==> src/rtl/instr_encoder_loader.sv <==
`default_nettype none
// +--------------------------------------------------------------------------+
// | instr_encoder_loader: encodes symbolic RV32I requests, writes imem words |
// | Rev 1.0                                                                  |
// +--------------------------------------------------------------------------+
module instr_encoder_loader #(
    parameter int ADDR_W = 8
) (
    input  logic              i_clk,
    input  logic              i_rst,
    input  logic              i_valid,
    output logic              o_ready,
    input  logic [2:0]        i_kind,
    input  logic [2:0]        i_funct3,
    input  logic              i_funct7b5,
    input  logic [4:0]        i_rd,
    input  logic [4:0]        i_rs1,
    input  logic [4:0]        i_rs2,
    input  logic [31:0]       i_imm,
    input  logic              i_done,
    output logic              o_mem_we,
    output logic [ADDR_W-1:0] o_mem_addr,
    output logic [31:0]       o_mem_wdata,
    output logic [ADDR_W:0]   o_count,
    output logic              o_full,
    output logic              o_err,
    output logic              o_loaded
);

    localparam logic [ADDR_W:0] CAPACITY = {1'b1, {ADDR_W{1'b0}}};
    localparam logic [6:0] OP_R    = 7'b0110011;
    localparam logic [6:0] OP_IALU = 7'b0010011;
    localparam logic [6:0] OP_LW   = 7'b0000011;
    localparam logic [6:0] OP_JALR = 7'b1100111;
    localparam logic [6:0] OP_BR   = 7'b1100011;
    localparam logic [6:0] OP_JAL  = 7'b1101111;
    localparam logic [6:0] OP_SW   = 7'b0100011;

    typedef enum logic [1:0] {
        ST_READY = 2'd0,
        ST_WRITE = 2'd1,
        ST_DONE  = 2'd2
    } state_t;

    state_t              state_q, state_d;
    logic                ready_q, ready_d;
    logic                mem_we_q, mem_we_d;
    logic [ADDR_W-1:0]   mem_addr_q, mem_addr_d;
    logic [31:0]         mem_wdata_q, mem_wdata_d;
    logic [ADDR_W:0]     count_q, count_d;
    logic                full_q, full_d;
    logic                err_q, err_d;
    logic                loaded_q, loaded_d;
    logic                done_pend_q, done_pend_d;

    logic                fits12, fits13, fits21, imm_even, shamt_ok, is_shift;
    logic                enc_legal;
    logic [31:0]         enc_word;
    logic [ADDR_W:0]     count_inc;

    // Immediate range checks: upper bits must all replicate the sign bit.
    always_comb begin
        fits12   = (i_imm[31:11] == {21{i_imm[31]}});
        fits13   = (i_imm[31:12] == {20{i_imm[31]}});
        fits21   = (i_imm[31:20] == {12{i_imm[31]}});
        imm_even = ~i_imm[0];
        shamt_ok = (i_imm[31:5] == 27'd0);
        is_shift = (i_funct3 == 3'b001) || (i_funct3 == 3'b101);
    end

    always_comb begin
        enc_legal = 1'b1;
        enc_word  = 32'd0;
        case (i_kind)
            3'd0: enc_word = {1'b0, i_funct7b5, 5'b0, i_rs2, i_rs1, i_funct3, i_rd, OP_R};
            3'd1: begin
                if (is_shift) begin
                    enc_legal = shamt_ok;
                    enc_word  = {1'b0, i_funct7b5, 5'b0, i_imm[4:0], i_rs1, i_funct3, i_rd, OP_IALU};
                end else begin
                    enc_legal = fits12;
                    enc_word  = {i_imm[11:0], i_rs1, i_funct3, i_rd, OP_IALU};
                end
            end
            3'd2: begin
                enc_legal = fits12;
                enc_word  = {i_imm[11:0], i_rs1, 3'b010, i_rd, OP_LW};
            end
            3'd3: begin
                enc_legal = fits12;
                enc_word  = {i_imm[11:0], i_rs1, 3'b000, i_rd, OP_JALR};
            end
            3'd4: begin
                enc_legal = fits13 & imm_even;
                enc_word  = {i_imm[12], i_imm[10:5], i_rs2, i_rs1, i_funct3,
                             i_imm[4:1], i_imm[11], OP_BR};
            end
            3'd5: begin
                enc_legal = fits21 & imm_even;
                enc_word  = {i_imm[20], i_imm[10:1], i_imm[11], i_imm[19:12], i_rd, OP_JAL};
            end
            3'd6: begin
                enc_legal = fits12;
                enc_word  = {i_imm[11:5], i_rs2, i_rs1, 3'b010, i_imm[4:0], OP_SW};
            end
            default: enc_legal = 1'b0;
        endcase
    end

    assign count_inc = count_q + (ADDR_W + 1)'(1);

    always_comb begin
        state_d     = state_q;
        ready_d     = ready_q;
        mem_we_d    = 1'b0;
        mem_addr_d  = mem_addr_q;
        mem_wdata_d = mem_wdata_q;
        count_d     = count_q;
        full_d      = full_q;
        err_d       = err_q;
        loaded_d    = loaded_q;
        done_pend_d = done_pend_q;
        case (state_q)
            ST_READY: begin
                if (i_valid && ready_q && enc_legal) begin
                    state_d     = ST_WRITE;
                    ready_d     = 1'b0;
                    mem_we_d    = 1'b1;
                    mem_addr_d  = count_q[ADDR_W-1:0];
                    mem_wdata_d = enc_word;
                    done_pend_d = i_done;
                end else begin
                    if (i_valid && ready_q) begin
                        err_d = 1'b1;
                    end
                    if (i_done) begin
                        state_d  = ST_DONE;
                        ready_d  = 1'b0;
                        loaded_d = 1'b1;
                    end
                end
            end
            ST_WRITE: begin
                // The strobe is already on the port; commit the word count now.
                count_d     = count_inc;
                full_d      = (count_inc == CAPACITY);
                done_pend_d = 1'b0;
                if (done_pend_q || i_done) begin
                    state_d  = ST_DONE;
                    ready_d  = 1'b0;
                    loaded_d = 1'b1;
                end else begin
                    state_d = ST_READY;
                    ready_d = (count_inc != CAPACITY);
                end
            end
            default: begin
                state_d = ST_DONE;
                ready_d = 1'b0;
            end
        endcase
    end

    always_ff @(posedge i_clk) begin
        if (i_rst) begin
            state_q     <= ST_READY;
            ready_q     <= 1'b1;
            mem_we_q    <= 1'b0;
            mem_addr_q  <= '0;
            mem_wdata_q <= 32'd0;
            count_q     <= '0;
            full_q      <= 1'b0;
            err_q       <= 1'b0;
            loaded_q    <= 1'b0;
            done_pend_q <= 1'b0;
        end else begin
            state_q     <= state_d;
            ready_q     <= ready_d;
            mem_we_q    <= mem_we_d;
            mem_addr_q  <= mem_addr_d;
            mem_wdata_q <= mem_wdata_d;
            count_q     <= count_d;
            full_q      <= full_d;
            err_q       <= err_d;
            loaded_q    <= loaded_d;
            done_pend_q <= done_pend_d;
        end
    end

    assign o_ready     = ready_q;
    assign o_mem_we    = mem_we_q;
    assign o_mem_addr  = mem_addr_q;
    assign o_mem_wdata = mem_wdata_q;
    assign o_count     = count_q;
    assign o_full      = full_q;
    assign o_err       = err_q;
    assign o_loaded    = loaded_q;

endmodule
`default_nettype wire

==> config.mk <==
export PLATFORM = sky130hd
export DESIGN_NAME = instr_encoder_loader
export DESIGN_NICKNAME = d
export VERILOG_FILES = /design/src/rtl/instr_encoder_loader.sv
export SDC_FILE = /design/constraint.sdc
export NUM_CORES = 1
export LEC_CHECK = 0
export ABC_CLOCK_PERIOD_IN_PS = 6900
export CORE_MARGIN = 4
export CORE_UTILIZATION = 45
export CTS_BUF_LIST = sky130_fd_sc_hd__clkbuf_8
export CTS_CLUSTER_SIZE = 20
export DETAILED_ROUTE_END_ITERATION = 6
export PLACE_DENSITY = 0.92
export SYNTH_ARGS = -nofsm -noshare
export SYNTH_HDL_FRONTEND = slang
export SYNTH_SLANG_ARGS = --single-unit
==> constraint.sdc <==
create_clock -name i_clk -period 6.9 [get_ports i_clk]
set_input_delay 1.38 -clock i_clk [delete_from_list [all_inputs] [get_ports i_clk]]
set_output_delay 1.38 -clock i_clk [all_outputs]
set_load 0.02 [all_outputs]
==> flow_metrics.py <==
metrics = {
    "worst_setup_path": {
        "crit_chain": "clkdlybuf4s50_1 -> or4_1 -> or3_4 -> a21oi_2 -> o2111a_1 -> nor2_1 -> o41ai_2",
        "crit_path_end_kind": "flop",
        "worst-setup-path-type": "in2reg",
        "critPathMaxStageDelay_ns": 0.93,
        "critPathLaunchType": "primary input",
        "cp_num_buf_inv": 1,
        "r2r_slack_ns": 3.88,
        "cp_top_family": "compound AO/OA/AOI/OAI gates",
        "worstPathRequired_ns": 7.11,
        "cp_slowest_cell": "o2111a_1",
        "cp_max_fo": 34,
        "worstPathArrival_ns": 4.61,
    },
    "clocking": {
        "cts-hold-fix-buffers": 0,
        "cts-root-buf": "clkbuf_8",
        "postCtsSetupRepairBufs": 0,
        "clock_sinks": 56,
        "htree_num_levels": 2,
        "cts_tree": "yes",
        "clockBufferDepth": 2,
        "worstSkewPairLatency_ns": 0.32,
        "path_clk_slew_ns": 0.10,
        "cts_buffers": 5,
        "cts_resized": 0,
    },
    "cells_and_area": {
        "drive_gt1_share_pct": 4.730,
        "syn_to_final_growth_pct": 39.62,
        "num_antenna_cells": 0,
        "nets": 503,
    },
    "routing": {
        "wl_per_cell_um": 17.26,
        "wl_met2_um": 4571,
        "drtIter0Drc": 319,
        "met1_length_um": 3553,
        "highest_layer": "met4",
        "drtAntennaViolNets": 0,
        "num_vias": 3151,
        "via_per_inst": 6.048,
        "dr.pass1.iters": 5,
        "wl_met3_um": 630,
        "drc": 0,
        "wirelength_um": 8994,
    },
    "synthesis": {
        "netlist.area_leader.share_pct": 38.05,
        "synth_top_family_by_area": "simple AND/OR/NAND/NOR gates",
        "synth-edff-count": 0,
        "synth.area.top_cells": "dfxtp_1, a21oi_1, a211oi_1, nor3_1, mux2i_1",
        "synth-xor-area-share_pct": 2.972,
        "synthAdderAreaFrac_pct": 0.8493,
        "synth_area_per_cell_um2": 8.443,
        "synth-seq-cells": 56,
        "syn_area_mm2": 0.002947,
        "synth.yosys.warnings": 0,
        "synth_top_area_cell": "dfxtp_1",
        "seq_area_frac_synth_pct": 38.05,
        "synth_compound_area_share_pct": 23.44,
        "synth.area.mux_share_pct": 4.161,
        "synth_ff_type": "dfxtp_1",
        "ys_types": 56,
        "synthArstFlopShare_pct": 0,
        "synth_simple_gate_area_share_pct": 25.56,
        "synthCells": 349,
        "synth_nets": 409,
    },
    "timing": {
        "hold_violations": 0,
        "fin_skew_ns": 0.008943,
        "fin_crit_ns": 4.393,
        "slew_headroom_pct": 26.87,
        "max_freq_ghz": 0.2277,
        "fin_ws_ns": 2.507,
        "setup_viol": 0,
        "slew_viol_final": 0,
        "setup_tns_ns": 0,
        "rsz0062_at_grt": "no",
        "period_share_pct": 63.66,
        "worst_pin_slew_ns": 1.097,
    },
    "die": {
        "io_pins": 112,
        "die_height_um": 88.92,
        "die_width_um": 88.92,
        "num_rows": 29,
        "start_util_pct": 46.40,
        "dieArea_mm2": 0.007907,
        "core_mm2": 0.006350,
    },
    "placed_design": {
        "dp_hpwl_um": 6503,
        "pre_cts_ws_ns": 2.244,
        "port_buffers": 111,
        "finalWeightedCongestion": 0.8706,
    },
    "global_route": {
        "antenna_found_initial": 0,
        "grt-ovfl-total": 0,
        "grt_pass1_vias": 2921,
        "globalRouteTotalUtil_pct": 22.76,
        "grt_pass1_wl_um": 14280,
        "grt_max_degree": 62,
    },
    "pwr": {
        "power_density_mw_per_mm2": 153.1,
        "ir_drop_mv": 0.08472,
        "p_leak_nw": 1.435,
    },
    "flow_run": {
        "max_cap_viol_count": 0,
    },
    "worst_hold_path": {
        "worst_hold_path_type": "reg2reg",
    },
    "outcome": {
        "status": "completed",
    },
}
[metrics by stage]
step	power (mW)	utilization [%]	area, um2	instances	hold slack (ns)
after floorplan	0.3862	-	2947	349	0.4599
after global placement	0.4400	63.27	4018	513	0.4496
after detailed placement	0.4419	63.27	4018	513	0.4569
after CTS	0.6305	64.79	4114	521	0.4713
after global routing	0.6521	64.79	4114	521	0.4949
final	0.6297	64.79	4114	521	0.4643
[cell type report]
cell class,instances,area (um2)
inverters,2,7.507
multi-input cells,266,1679
repair buffers,112,1114
clock buffers,6,82.58
well taps,77,96.34
flip-flops and latches,56,1121
clock inverters,2,13.76
fillers,513,2236
[flip-flops by register name (all words and copies together), names as in the netlist]
register     flops
o_mem_wdata     31
o_count          9
o_mem_addr       8
state_q          2
done_pend_q      1
o_err            1
o_full           1
o_loaded         1
o_mem_we         1
o_ready          1
[cells in the final DEF (no fill, tap or decap), types with 2 or more instances in the layout]
cell / n
clkdlybuf4s50_1: 110
dfxtp_1: 56
a21oi_1: 28
nor2_1: 26
nor3_1: 25
nand2_1: 23
nand3_1: 19
a211oi_1: 17
o21ai_0: 16
nand2b_1: 11
mux2i_1: 10
xor2_1: 9
a22oi_1: 9
nand4_1: 7
and2_1: 6
a31oi_1: 6
clkbuf_8: 6
nor4_1: 4
and4_1: 4
nor2b_1: 4
or4_1: 3
nor4b_1: 2
o2111ai_1: 2
or3_1: 2
o211ai_1: 2
mux2_2: 2
and3b_1: 2
and3_1: 2
ha_1: 2
[synth_stat cells, drive strengths merged (2+ instances only)]
library cell	instances
xor2	9
a22o	2
or4	3
a31oi	6
ha	2
nor3	25
nand4	7
a21oi	29
o211ai	2
o41ai	2
nand2	24
a2111oi	2
buf	10
and4	4
or3	3
dfxtp	56
and3	2
nor2	26
mux2i	10
clkbuf	15
and2	6
nand2b	11
nor4	4
nor2b	4
mux2	2
o21ai	16
o2111ai	2
nand3	19
and3b	2
nor4b	2
a211oi	17
a22oi	10
[worst register-to-register path, cell delays in order, from the launching register on]
cell	delay, ns
dfxtp_1	0.37
nand2_1	0.08
nor3_1	0.71
o2111a_1	1.05
nor2_1	0.31
o41ai_2	0.40
[worst paths after layout]
path,from,end,cells past startpoint
worst max register to register,o_ready$_SDFFE_PP1P_,o_mem_wdata[12]$_SDFFE_PP0P_,5
worst min register to register,o_full$_SDFFE_PP0P_,o_full$_SDFFE_PP0P_,2
worst max-delay path,i_imm[14],o_mem_wdata[12]$_SDFFE_PP0P_,7
worst min-delay path,o_full$_SDFFE_PP0P_,o_full$_SDFFE_PP0P_,2
[per-layer routing]
| layer | vias to the layer above | track usage, % |
|---|---|---|
| li1 | 1488 | - |
| met1 | 1497 | 27.95 |
| met2 | 145 | 39.41 |
| met3 | 21 | 4.516 |
| met4 | 0 | 8.379 |
| met5 | - | 0 |
[logic make-up (layout without fill, tap and decap cells)]
group / count (synthesis) / count (layout)
adder cells (fa/ha/maj): 2 / 2
XOR/XNOR: 10 / 10
flip-flops: 56 / 56
AND/OR/NAND/NOR: 143 / 143
buffers and inverters: 27 / 122
multiplexers: 12 / 12
AO/OA/AOI/OAI: 99 / 99
[power breakdown]
part	internal [mW]	switching (mW)	leakage (nW)	total [mW]
logic	0.0539	0.0508	0.931	0.105
clock network	0.0824	0.111	0.0516	0.193
registers	0.328	0.00353	0.453	0.332
total	0.464	0.165	1.44	0.630
No activity file was read; power rests on OpenSTA's default activity.
